--- src/rtl/cic_decimator.sv ---
// N-stage, ratio-R CIC decimator with shift-based gain removal; unity DC gain.
// Optional feature macro CIC_ROUND_EN: round-half-up plus saturation at the output.
module cic_decimator #(
    parameter int DATA_WIDTH = 16,
    parameter int R          = 4,
    parameter int N          = 3,
    parameter int LOG2R      = 2,
    parameter int ACC_WIDTH  = DATA_WIDTH + N * LOG2R
) (
    input  logic                         CLK,
    input  logic                         RST,
    input  logic signed [DATA_WIDTH-1:0] data_in,
    input  logic                         valid_in,
    output logic signed [DATA_WIDTH-1:0] data_out,
    output logic                         valid_out
);

    localparam int SHIFT = N * LOG2R;

    logic [ACC_WIDTH-1:0] r_int     [N];
    logic [ACC_WIDTH-1:0] w_int_nxt [N];
    logic [ACC_WIDTH-1:0] r_comb    [N];
    logic [ACC_WIDTH-1:0] r_dly     [N];
    logic [ACC_WIDTH-1:0] w_cin     [N];
    logic [ACC_WIDTH-1:0] r_x0;
    logic [ACC_WIDTH-1:0] w_ext;
    logic [ACC_WIDTH-1:0] w_acc;
    logic [LOG2R-1:0]     r_phase;
    logic                 r_dec_stb;
    logic [N:0]           r_cvld;
    logic [DATA_WIDTH-1:0] w_out;

    assign w_ext = {{SHIFT{data_in[DATA_WIDTH-1]}}, data_in};

    // Each integrator sees the already-updated previous stage, i.e. a running sum.
    always_comb begin
        w_acc = w_ext;
        for (int k = 0; k < N; k++) begin
            w_acc        = w_acc + r_int[k];
            w_int_nxt[k] = w_acc;
        end
    end

    always_comb begin
        w_cin[0] = r_x0;
        for (int k = 1; k < N; k++) begin
            w_cin[k] = r_comb[k-1];
        end
    end

    always_ff @(posedge CLK) begin
        if (RST) begin
            for (int k = 0; k < N; k++) begin
                r_int[k] <= '0;
            end
            r_phase   <= '0;
            r_dec_stb <= 1'b0;
        end else begin
            r_dec_stb <= valid_in && (r_phase == LOG2R'(R - 1));
            if (valid_in) begin
                for (int k = 0; k < N; k++) begin
                    r_int[k] <= w_int_nxt[k];
                end
                r_phase <= r_phase + 1'b1;
            end
        end
    end

    // r_cvld[0] qualifies the sampled int_N, r_cvld[k+1] qualifies comb stage k.
    always_ff @(posedge CLK) begin
        if (RST) begin
            r_x0   <= '0;
            r_cvld <= '0;
            for (int k = 0; k < N; k++) begin
                r_comb[k] <= '0;
                r_dly[k]  <= '0;
            end
        end else begin
            r_cvld <= {r_cvld[N-1:0], r_dec_stb};
            if (r_dec_stb) begin
                r_x0 <= r_int[N-1];
            end
            for (int k = 0; k < N; k++) begin
                if (r_cvld[k]) begin
                    r_comb[k] <= w_cin[k] - r_dly[k];
                    r_dly[k]  <= w_cin[k];
                end
            end
        end
    end

`ifdef CIC_ROUND_EN
    localparam logic signed [ACC_WIDTH:0] RND = (ACC_WIDTH + 1)'(1) <<< (SHIFT - 1);
    localparam logic [DATA_WIDTH-1:0] SAT_MAX = {1'b0, {(DATA_WIDTH-1){1'b1}}};
    localparam logic [DATA_WIDTH-1:0] SAT_MIN = {1'b1, {(DATA_WIDTH-1){1'b0}}};

    logic signed [ACC_WIDTH:0]   w_rnd_sum;
    logic        [DATA_WIDTH:0]  w_rnd_top;
    logic                        w_unused_lsb;

    assign w_rnd_sum    = $signed({r_comb[N-1][ACC_WIDTH-1], r_comb[N-1]}) + RND;
    assign w_rnd_top    = w_rnd_sum[ACC_WIDTH:SHIFT];
    assign w_unused_lsb = ^w_rnd_sum[SHIFT-1:0];

    always_comb begin
        w_out = w_rnd_top[DATA_WIDTH-1:0];
        if (w_rnd_top[DATA_WIDTH] != w_rnd_top[DATA_WIDTH-1]) begin
            w_out = w_rnd_top[DATA_WIDTH] ? SAT_MIN : SAT_MAX;
        end
    end
`else
    logic w_unused_lsb;

    assign w_out        = r_comb[N-1][ACC_WIDTH-1:SHIFT];
    assign w_unused_lsb = ^r_comb[N-1][SHIFT-1:0];
`endif

    always_ff @(posedge CLK) begin
        if (RST) begin
            data_out  <= '0;
            valid_out <= 1'b0;
        end else begin
            valid_out <= r_cvld[N];
            if (r_cvld[N]) begin
                data_out <= w_out;
            end
        end
    end

endmodule

--- config.mk ---
export PLATFORM = sky130hd
export DESIGN_NAME = cic_decimator
export DESIGN_NICKNAME = d
export VERILOG_FILES = /design/src/rtl/cic_decimator.sv
export SDC_FILE = /design/constraint.sdc
export NUM_CORES = 1
export LEC_CHECK = 0
export ABC_AREA = 1
export ABC_CLOCK_PERIOD_IN_PS = 4900
export BUFFER_PORTS_ARGS = -buffer_cell sky130_fd_sc_hd__buf_2
export CAP_MARGIN = 20
export CORE_UTILIZATION = 50
export CTS_CLUSTER_SIZE = 10
export DETAILED_ROUTE_END_ITERATION = 6
export HOLD_SLACK_MARGIN = 0.15
export PLACE_DENSITY = 0.66
export SLEW_MARGIN = 10
export SYNTH_ARGS = -nofsm -noshare
export SYNTH_HDL_FRONTEND = slang
export SYNTH_SLANG_ARGS = --single-unit
export TNS_END_PERCENT = 10
--- constraint.sdc ---
create_clock -name CLK -period 4.9 [get_ports CLK]
set_clock_uncertainty 0.05 [all_clocks]
set_input_delay 0.49 -clock CLK [delete_from_list [all_inputs] [get_ports CLK]]
set_output_delay 0.49 -clock CLK [all_outputs]
set_load 0.1 [all_outputs]
== Yosys cells after proc, flatten, opt, wreduce, memory -nomap -nowiden ==
Memory sizes are Yosys's and may differ from the RTL's. A register that Yosys moved wholly into a read port is not among the register bits.
Cells that the tools add are included.
Operators by class
  add/sub/neg operators: 7
  equal/unequal tests: 1
  muxes and demuxes: 23
  bitwise logic cells: 9
  reduce and logical (&&, ||, !) cells: 1
Operators with widths (count)
  two-way mux 22 bit: 9
  adder 22 bit: 3
  subtractor 22 bit: 3
  two-way mux 1 bit: 14
  bitwise OR 1 bit: 9
  adder 2 x 1 -> 2 bit, second input constant: 1
  == test 2 bit, second input constant: 1
  logical AND 1 bit: 1
Word-level totals
  flip-flop bits (word level): 30
  RAM bits: 198
  logic and storage cells: 49
  memories: 3
Memories
  r_comb: depth 3, bits a word 22, rd ports 3, clocked after memory_dff 1, wr ports 3, line 22  | logic [ACC_WIDTH-1:0] r_comb [N];
  r_dly: depth 3, bits a word 22, rd ports 3, clocked after memory_dff 0, wr ports 3, line 23  | logic [ACC_WIDTH-1:0] r_dly [N];
  r_int: depth 3, bits a word 22, rd ports 3, clocked after memory_dff 0, wr ports 3, line 20  | logic [ACC_WIDTH-1:0] r_int [N];

== Longest topological paths before layout ==
Gate-level depths: netlist (run 1).
  word-level depth: 4
  depth in mapped cells: 32

== Least setup slack after synthesis (run 1) ==
OpenSTA, ideal clock, no wires.
  kind: input to register
  from: in data_in[0]
  to: mem r_int[0][65] (netlist name) (data pin)
  library setup time: 255 ps
  arrival time: 4263 ps
  required time: 4595 ps
  setup slack: 332 ps
  cell stages on the path: 30
  path buffers: 0
  cell sequence: ha_1 fa_1 nand2_1 o21ai_2 nand4_1 nand2_1 a21o_1 nand2_1 nand2_1 a21oi_1 xor2_1 inv_1 ha_1 nand2_1 nor2_1 inv_1 nor3_1 nand4_1 nand3_1 nand2_1 nand2_1 inv_1 ha_1 nand4_1 nor3_1 nand4_1 nand3_1 nand3_1 a21oi_1 nor2_1
RTL lines
  start: declaration: line 12  | input logic signed [DATA_WIDTH-1:0] data_in,
  end: declaration: line 20

==> out/results.tsv, run 1 <==
metric	value	unit
count of final setup violators	1	
Core ar.	0.0296	mm^2
Die Y-Extent	175	um
pin count of the biggest net entering global routing	89	
top cell type by total area after synthesis	edfxtp_1	
Synth warnings	0	
Worst Setup SP	r_int[0][0]	
Max stage delay on crit path	0.40	ns
P per Cell Area	497	mW/mm^2
relative slew slack	31.6	%
vias per cell	5.27	
initial antenna violation count	0	
diodes inserted	0	
Post-DRT Antenna Nets	0	
post-synthesis sequential area ratio	44.5	%
Final Cycle Share	101	%
Mapped Nets	1946	
final worst setup slack	-0.0633	ns
Leakage	0.00821	uW
# IOs	36	
hold_ws	0.201	ns
synth unique cells	52	
Synth top cells by count	inv_1 (314), nand2_1 (246), nor2_1 (239)	
utilization after layout	59.3	%
total number of vias	12400	
r2r setup slk	-0.06	ns
Critical Path End	r_int[0][65]	
total grt overflow	0	
Seq. cell area	0.00669	mm^2
CTS H-Tree Depth	1	
WL per Instance	15.0	um
Final Critical Period	4.96	ns
final-stage net count	2083	
Final Total Pwr	8700	uW
Worst-Skew Late Latency	0.54	ns
hold path depth	2	
worst r2r src	r_int[0][0]	
VDD IR max	441	uV
first-pass GRT wire length	57.4	mm
CP Launch Type	flop	
Die ar.	0.0307	mm^2
Reg-to-Reg End	r_int[0][65]	
DRT Pass-1 Iters	5	
TritonCTS Sinks	238	
crit path kind	flop to flop	
failing checks	negative setup slack	
Initial Util	50.8	%
DP HPWL	26.3	mm
WP data required	5.15	ns
largest fanout on the critical path	4	
number of global-route vias before repair	11600	
gr usage total	23.0	%
slowest CP cell	fa_2	
fmax	201	MHz
initial DRC count	802	
top_reg_cell synth	edfxtp_1	
CTS max path bufs	3	
status	finished with violations	
Final Wtd Congestion	0.929	
Clock transition at path regs	0.06	ns
Post-synth EDFFs	192	
share of cells above drive strength 1	12.9	%
final wirelength	35.3	mm
Num CTS Buffers	29	
Fillers	2631	
ranking of synthesized cells by area	edfxtp_1 (38%), ha_1 (11%), inv_1 (7.8%)	
worst r2r path cells	27	
RSZ-0062 raised after global routing	yes	
FP Rows	63	
# port buffers	35	
hold crit path type	input port to flop	
area delta synth->final	16.7	%
maxcap violations	0	
Async SR Flop Fraction	0	%
Residual DRC	0	
TritonCTS clock tree	done	
CP Capture Type	flop	
Slew Limit Fails	0	
Synth Area per Inst	8.37	um^2
Root Driver	clkbuf_16	
chip width	175	um
count leader, synth	inv_1	
area of the multi-input gates	0.00732	mm^2
Mapped Cells	1794	
Critical Path AT	5.22	ns
Post-Synthesis Cell Area	0.0150	mm^2
Yosys reg bits	238	
final hold vios	0	
Tightest Pin Transition	1.03	ns
top-area cell type share of the netlist area	38.4	%
how the worst min path moves through the flow:
stage	to	slack (ns)	start
CTS	valid_out	0.19	RST
detailed placement	data_out[7]	0.41	r_comb[2][13]
global placement	data_out[15]	0.40	r_comb[2][21]
global route	r_dec_stb	0.22	RST
finish	r_dec_stb	0.20	RST
floorplan	r_x0[21]	0.37	r_dec_stb
report_power, final:
group / switching [uW] / leakage (uW) / internal (uW)
Clock: 801 / 0.000414 / 1150
Sequential: 104 / 0.00240 / 2420
Combinational: 2480 / 0.00539 / 1750
Total: 3380 / 0.00821 / 5320
cell type report:
cell class | instances | area share, %
multi-input cells | 1208 | 41.8
flip-flops and latches | 238 | 38.2
inverters | 317 | 6.80
repair buffers | 137 | 5.59
clock buffers | 51 | 4.78
well taps | 390 | 2.78
clock inverters | 3 | 0.107
sequential cells by signal, summed over array words and instances (netlist names):
register   count
valid_out      1
r_cvld         4
data_out      16
r_dly         66
r_phase        2
r_x0          22
r_int         66
r_comb        60
r_dec_stb      1
worst max-delay path, delay by kind of cell, from the launching register on:
family	cells	cell delay (ns)
fa+ha+maj	4	1.24
flops	1	0.37
buf+inv	4	0.50
compound gates	8	1.28
simple gates	9	0.78
xor+xnor	2	0.50
layout by cell type, fill, tap and decap left out, types with 6 or more instances in the layout:
master / instances
a21o_1: 15
a21oi_1: 195
a21oi_2: 12
a31oi_1: 9
buf_2: 35
buf_4: 98
clkbuf_1: 19
clkbuf_16: 29
dfxtp_1: 46
edfxtp_1: 192
ha_1: 123
inv_1: 310
nand2_1: 234
nand2_2: 13
nand3_1: 45
nand3_2: 6
nand4_1: 17
nor2_1: 234
nor3_1: 15
o211ai_1: 6
o21a_1: 28
o21ai_0: 117
o21ai_1: 12
o21ai_2: 7
o21bai_1: 10
xnor2_1: 14
xor2_1: 20
through the flow:
stage	std cells	setup WS, ns	setup TNS [ns]	cell area, um^2
floorplan	1794	0.332	0	15000
global placement	2280	-0.107	-0.130	16300
detailed placement	2280	-0.269	-0.668	16300
CTS	2336	0.00808	0	17200
global route	2344	-0.288	-0.852	17500
finish	2344	-0.0633	-0.0633	17500
cell families after synthesis:
family / synth area share [%]
buffers and inverters: 8.77
AND/OR/NAND/NOR: 16.3
flip-flops: 44.5
XOR/XNOR: 2.27
AO/OA/AOI/OAI: 16.8
adder cells (fa/ha/maj): 11.3
per-layer routing:
metal,GRT usage (%),up-vias,share of wire [%]
met4,5.76,0,2.3
met5,0,-,0
li1,-,6349,-
met2,38.0,222,46
met3,2.45,49,3.6
met1,32.1,5734,48
timing repair:
action                                  CTS  global route
pin swaps                                 2            39
hold buffers                              1             0
endpoints found under the hold margin     1             0
endpoints found under the setup margin    2             8
resized for setup                         7            58
gates cloned                              0             0
buffers inserted                          1             6
Power figures use the tool's default switching activity.
==> inputs of run 2 (changes only) <==
--- a/config.mk
+++ b/config.mk
@@ -15,3 +15,4 @@
 export HOLD_SLACK_MARGIN = 0.15
-export PLACE_DENSITY = 0.66
+export PLACE_DENSITY = 0.69
+export REMOVE_ABC_BUFFERS = 1
 export SLEW_MARGIN = 10
==> constraint.sdc (replaced) <==
create_clock -name CLK -period 4.9 [get_ports CLK]
set_clock_uncertainty 0.05 [all_clocks]
set_input_delay 0.98 -clock CLK [delete_from_list [all_inputs] [get_ports CLK]]
set_output_delay 0.98 -clock CLK [all_outputs]
set_load 0.1 [all_outputs]
==> run 2 against run 1 <==
The flow now finishes without violations. Global-route usage grew 0.47 points. Worst hold slack gained 0.22 ns. Largest power group unchanged. Die area is the same. Sequential share of layout area shrank 1.6 points. Highest routed layer unchanged. Final area grew 4.5%.
==> out/results.tsv, run 2 (synthesis results as in run 1) <==
metric	value	unit	change
worst r2r src	r_int[0][0]		
Worst-Skew Late Latency	0.56	ns	+0.02 ns
# port buffers	35		unchanged
Final Cycle Share	99.9	%	-1.4 points
fmax	204	MHz	+1.4%
most frequent cells in the layout	inv_1 (311), nor2_1 (237), nand2_1 (233)		
vias per cell	5.21		-1.1%
Largest regs	r_dly (66), r_int (66), r_comb (60)		
Worst Setup SP	data_in[0]		
WL per Instance	14.8	um	-1.8%
Final Critical Period	4.90	ns	-0.0673 ns
total number of vias	12700		+2.6%
Core ar.	0.0296	mm^2	unchanged
DRT Pass-1 Iters	5		unchanged
number of global-route vias before repair	12100		+4.0%
Final Wtd Congestion	0.916		-1.5%
utilization after layout	62.0	%	+2.7 points
fin area	0.0183	mm^2	+4.5%
Critical Path AT	5.16	ns	-0.06 ns
count of final setup violators	0		-1
WP data required	5.16	ns	about the same
Initial Util	50.8	%	unchanged
diodes inserted	0		unchanged
RSZ-0062 raised after global routing	yes		
area delta synth->final	22.0	%	
TritonCTS Sinks	238		unchanged
gr usage total	23.4	%	+0.47 points
final hold vios	0		unchanged
final wirelength	35.9	mm	+1.8%
total grt overflow	0		unchanged
first-pass GRT wire length	59.2	mm	+3.1%
Num CTS Buffers	29		unchanged
Tightest Pin Transition	1.03	ns	+0.00107 ns
Fillers	2539		-3.5%
most common cell after layout, fill and taps aside	inv_1		
VDD IR max	465	uV	+5.3%
Placement Cell Area	0.0169	mm^2	+4.1%
Leakage	0.00868	uW	+5.8%
# IOs	36		unchanged
Clock transition at path regs	0.05	ns	about the same
CTS max path bufs	3		unchanged
Die Y-Extent	175	um	unchanged
initial DRC count	911		+14%
TritonCTS clock tree	done		
r2r setup slk	0.07	ns	+0.13 ns
maxcap violations	0		unchanged
Root Driver	clkbuf_16		
final-stage net count	2172		+4.3%
Final Total Pwr	9510	uW	+9.3%
DP HPWL	26.3	mm	about the same
P per Cell Area	519	mW/mm^2	+4.6%
pin count of the biggest net entering global routing	89		unchanged
Post-DRT Antenna Nets	0		unchanged
chip width	175	um	unchanged
crit path kind	input port to flop		
FP Rows	63		unchanged
Slew Limit Fails	0		unchanged
initial antenna violation count	0		unchanged
Residual DRC	0		unchanged
share of cells above drive strength 1	17.3	%	+4.3 points
relative slew slack	31.3	%	-0.31 points
largest fanout on the critical path	4		unchanged
Die ar.	0.0307	mm^2	unchanged
hold crit path type	flop to flop		
CP Capture Type	flop		
CP Launch Type	input port		
Hold Path Origin	r_comb[2][13]		
status	finished, final reports clean		
CTS H-Tree Depth	1		unchanged
run 2: report_power, final:
group          switching (uW)  internal [uW]  leakage, uW
Combinational            2680           2300      0.00586
Clock                     815           1180     0.000426
Sequential                114           2420      0.00240
Total                    3610           5900      0.00868
run 2: critical path: stages:
cell     delay (ns)
buf_6          0.10
ha_4           0.15
fa_2           0.35
nand2_2        0.11
o21ai_4        0.08
nand4_1        0.11
nand2_2        0.10
a21o_1         0.21
nand2_1        0.09
nand2_2        0.08
a21oi_2        0.13
xor2_1         0.19
inv_1          0.10
ha_4           0.29
nand2_4        0.07
nor4_4         0.29
nand3_1        0.13
nand3_2        0.08
xor2_1         0.18
inv_1          0.12
ha_4           0.29
nand4_1        0.14
buf_4          0.16
o211a_1        0.22
nand3_2        0.10
nand3_2        0.11
a21oi_2        0.15
nor2_1         0.04
run 2: worst paths after layout:
path	endpoint	depth (start not counted)
max reg2reg	r_int[0][65]	27
min	data_out[7]	2
max	r_int[0][65]	28
min reg2reg	data_out[7]	2
run 2: layer usage:
| layer | GRT usage, % | part of all wire, % | vias up |
|---|---|---|---|
| met1 | 34.3 | 49 | 5850 |
| met2 | 37.1 | 45 | 266 |
| li1 | - | - | 6509 |
| met5 | 0 | 0 | - |
| met3 | 3.01 | 5.0 | 51 |
| met4 | 4.78 | 1.7 | 0 |
run 2: area by class of cell:
type | count | area, um^2 | area share (%)
flip-flops and latches | 238 | 6690 | 36.5
well taps | 390 | 488 | 2.66
clock inverters | 2 | 13.8 | 0.0752
repair buffers | 226 | 1650 | 9.00
clock buffers | 50 | 866 | 4.73
multi-input cells | 1208 | 7420 | 40.5
inverters | 317 | 1190 | 6.50
run 2: stage by stage:
step	setup slack (ns)	cells	TNS (ns)	hold WS, ns
floorplan	-0.158	1763	-0.420	0.375
global route	-0.219	2431	-0.511	0.448
global placement	-0.575	2367	-2.96	0.402
finish	0.00400	2431	0	0.418
detailed placement	-0.782	2367	-4.27	0.408
CTS	-0.0178	2427	-0.0178	0.422
run 2: repair_timing:
action,4_1_cts,5_1_grt
hold buffers,0,0
pin swaps,14,39
hold endpoints to repair,0,0
setup buffers,8,3
gates resized for setup,19,58
setup endpoints to repair,3,7
==> inputs of run 3 (changes only) <==
- ABC_CLOCK_PERIOD_IN_PS: 4900 -> 4450
- PLACE_DENSITY: 0.69 -> 0.72
- clock period: 4.9 -> 4.45 ns (I/O delays scaled with it)
==> run 3 against run 2 <==
The flow now finishes with violations (negative setup slack). Cell count up 0.86%. Setup slack worse by 0.37 ns. Non-clock buffer count increased by 20. Via count increased by 1.1%. Wire length is 0.97% lower. Sequential power grew 9.8%. Critical path depth decreased by 1. Final area rose by 0.18%. Die area unchanged. Clock power up 9.5%. Largest cell class unchanged. Largest power group unchanged.
==> out/results.tsv, run 3 (synthesis results as in run 1) <==
metric	value	unit	change
fmax	208	MHz	
final-stage net count	2192		+0.92%
vias per cell	5.23		+0.24%
area delta synth->final	22.2	%	
Die Y-Extent	175	um	unchanged
largest fanout on the critical path	4		unchanged
# IOs	36		unchanged
Hold Path Origin	r_comb[2][13]		
VDD IR max	525	uV	+13%
initial DRC count	1026		+13%
DP HPWL	26.6	mm	+1.2%
maxcap violations	0		unchanged
Largest regs	r_dly (66), r_int (66), r_comb (60)		
RSZ-0062 raised after global routing	yes		
gr usage total	23.4	%	-0.047 points
Slew Limit Fails	0		unchanged
hold path depth	2		unchanged
initial antenna violation count	0		unchanged
diodes inserted	0		unchanged
Initial Util	50.8	%	unchanged
CP Launch Type	input port		
Final Critical Period	4.82	ns	
utilization after layout	62.1	%	+0.11 points
failing checks	negative setup slack		
final worst setup slack	-0.365	ns	-0.369 ns
Max stage delay on crit path	0.34	ns	about the same
total number of vias	12800		+1.1%
most frequent cells in the layout	inv_1 (311), nor2_1 (236), nand2_1 (231)		
chip width	175	um	unchanged
WL per Instance	14.5	um	-1.8%
grt peak-use layer	met2		
Post-DRT Antenna Nets	0		unchanged
status	finished with violations		
Die ar.	0.0307	mm^2	unchanged
Fillers	2531		-0.32%
met1 usage	33.2	%	-1.1 points
WP data required	4.71	ns	-0.45 ns
CP Capture Type	flop		
CTS max path bufs	3		unchanged
CTS H-Tree Depth	1		unchanged
met3 Use GR	2.88	%	-0.13 points
# port buffers	35		unchanged
Clock transition at path regs	0.05	ns	about the same
Worst-Skew Late Latency	0.55	ns	about the same
Root Driver	clkbuf_16		
r2r setup slk	-0.33	ns	-0.40 ns
first-pass GRT wire length	59.1	mm	-0.13%
DRT Pass-1 Iters	5		unchanged
Leakage	0.00873	uW	+0.54%
final wirelength	35.5	mm	-0.97%
number of global-route vias before repair	12600		+4.1%
share of cells above drive strength 1	17.9	%	+0.60 points
TritonCTS Sinks	238		unchanged
pin count of the biggest net entering global routing	53		-40%
crit path kind	input port to flop		
Num CTS Buffers	29		unchanged
slowest CP cell	o31ai_1		
Seq. cell area	0.00669	mm^2	unchanged
Final Wtd Congestion	0.903		-1.4%
most common cell after layout, fill and taps aside	inv_1		
Residual DRC	0		unchanged
relative slew slack	31.1	%	-0.23 points
TritonCTS clock tree	done		
final hold vios	0		unchanged
Core ar.	0.0296	mm^2	unchanged
Reg-to-Reg End	r_int[0][65]		
Critical Path AT	5.07	ns	-0.09 ns
P per Cell Area	571	mW/mm^2	+9.9%
Hold EP	data_out[7]		
Tightest Pin Transition	1.03	ns	+0.00339 ns
FP Rows	63		unchanged
total grt overflow	0		unchanged
count of final setup violators	7		+7
area of the multi-input gates	0.00734	mm^2	-1.1%
hold crit path type	flop to flop		
worst r2r path cells	29		+7.4%
met2 usage	37.5	%	+0.40 points
Total Negative Setup Slacks	-1.24	ns	-1.24 ns
Final Cycle Share	108	%	
worst r2r src	r_int[0][0]		
-- run 3: worst max path at each step --
stage	startpoint	end	slack [ns]
CTS	r_int[0][1]	r_int[0][65]	-0.28
global route	r_int[0][0]	r_int[0][65]	-0.63
floorplan	data_in[0]	r_int[0][65]	-0.52
detailed placement	data_in[0]	r_int[0][65]	-1.17
global placement	data_in[0]	r_int[0][65]	-0.97
finish	data_in[3]	r_int[0][65]	-0.37
-- run 3: layer usage --
metal,wire (um),share of wire (%),vias up
li1,-,-,6556
met4,956,2.7,0
met5,0,0,-
met1,17100,48,5936
met3,1600,4.5,59
met2,15800,45,265
-- run 3: final cells by class --
class                           count  area share (%)
Clock buffer                       50            4.66
Clock inverter                      3          0.0955
Inverter                          317            6.49
Multi-Input combinational cell   1208            40.0
Sequential cell                   238            36.4
Tap cell                          390            2.66
Timing Repair Buffer              246            9.66
-- run 3: metrics by stage --
step	total power [uW]	setup WS [ns]	cells	hold WS [ns]	area (um^2)
2_1_floorplan	5440	-0.518	1763	0.375	14900
3_3_place_gp	7710	-0.969	2391	0.402	17100
3_5_place_dp	7790	-1.17	2391	0.410	17100
4_1_cts	10100	-0.284	2447	0.423	18100
5_1_grt	11200	-0.631	2452	0.453	18300
6_report	10500	-0.365	2452	0.420	18300
-- run 3: timing repair --
item / 4_1_cts / 5_1_grt
hold buffers: 0 / 0
setup buffers: 3 / 4
endpoints found under the setup margin: 8 / 12
pin swaps: 10 / 22
resized for setup: 22 / 45
-- run 3: report_power, final --
part | switching, uW | internal (uW) | leakage (uW) | total [uW]
Combinational | 2900 | 2590 | 0.00591 | 5500
Clock | 899 | 1290 | 0.000422 | 2190
Sequential | 119 | 2670 | 0.00240 | 2790
-- run 3: worst max-delay path: cells and delay by family --
kind | cells | cell delay (ns)
xor gates and xnor gates | 2 | 0.47
AOI/OAI and AO/OA | 6 | 1.18
adders and majority gates | 3 | 0.94
and+or+nand+nor | 11 | 1.18
buffers and inverters | 5 | 0.42
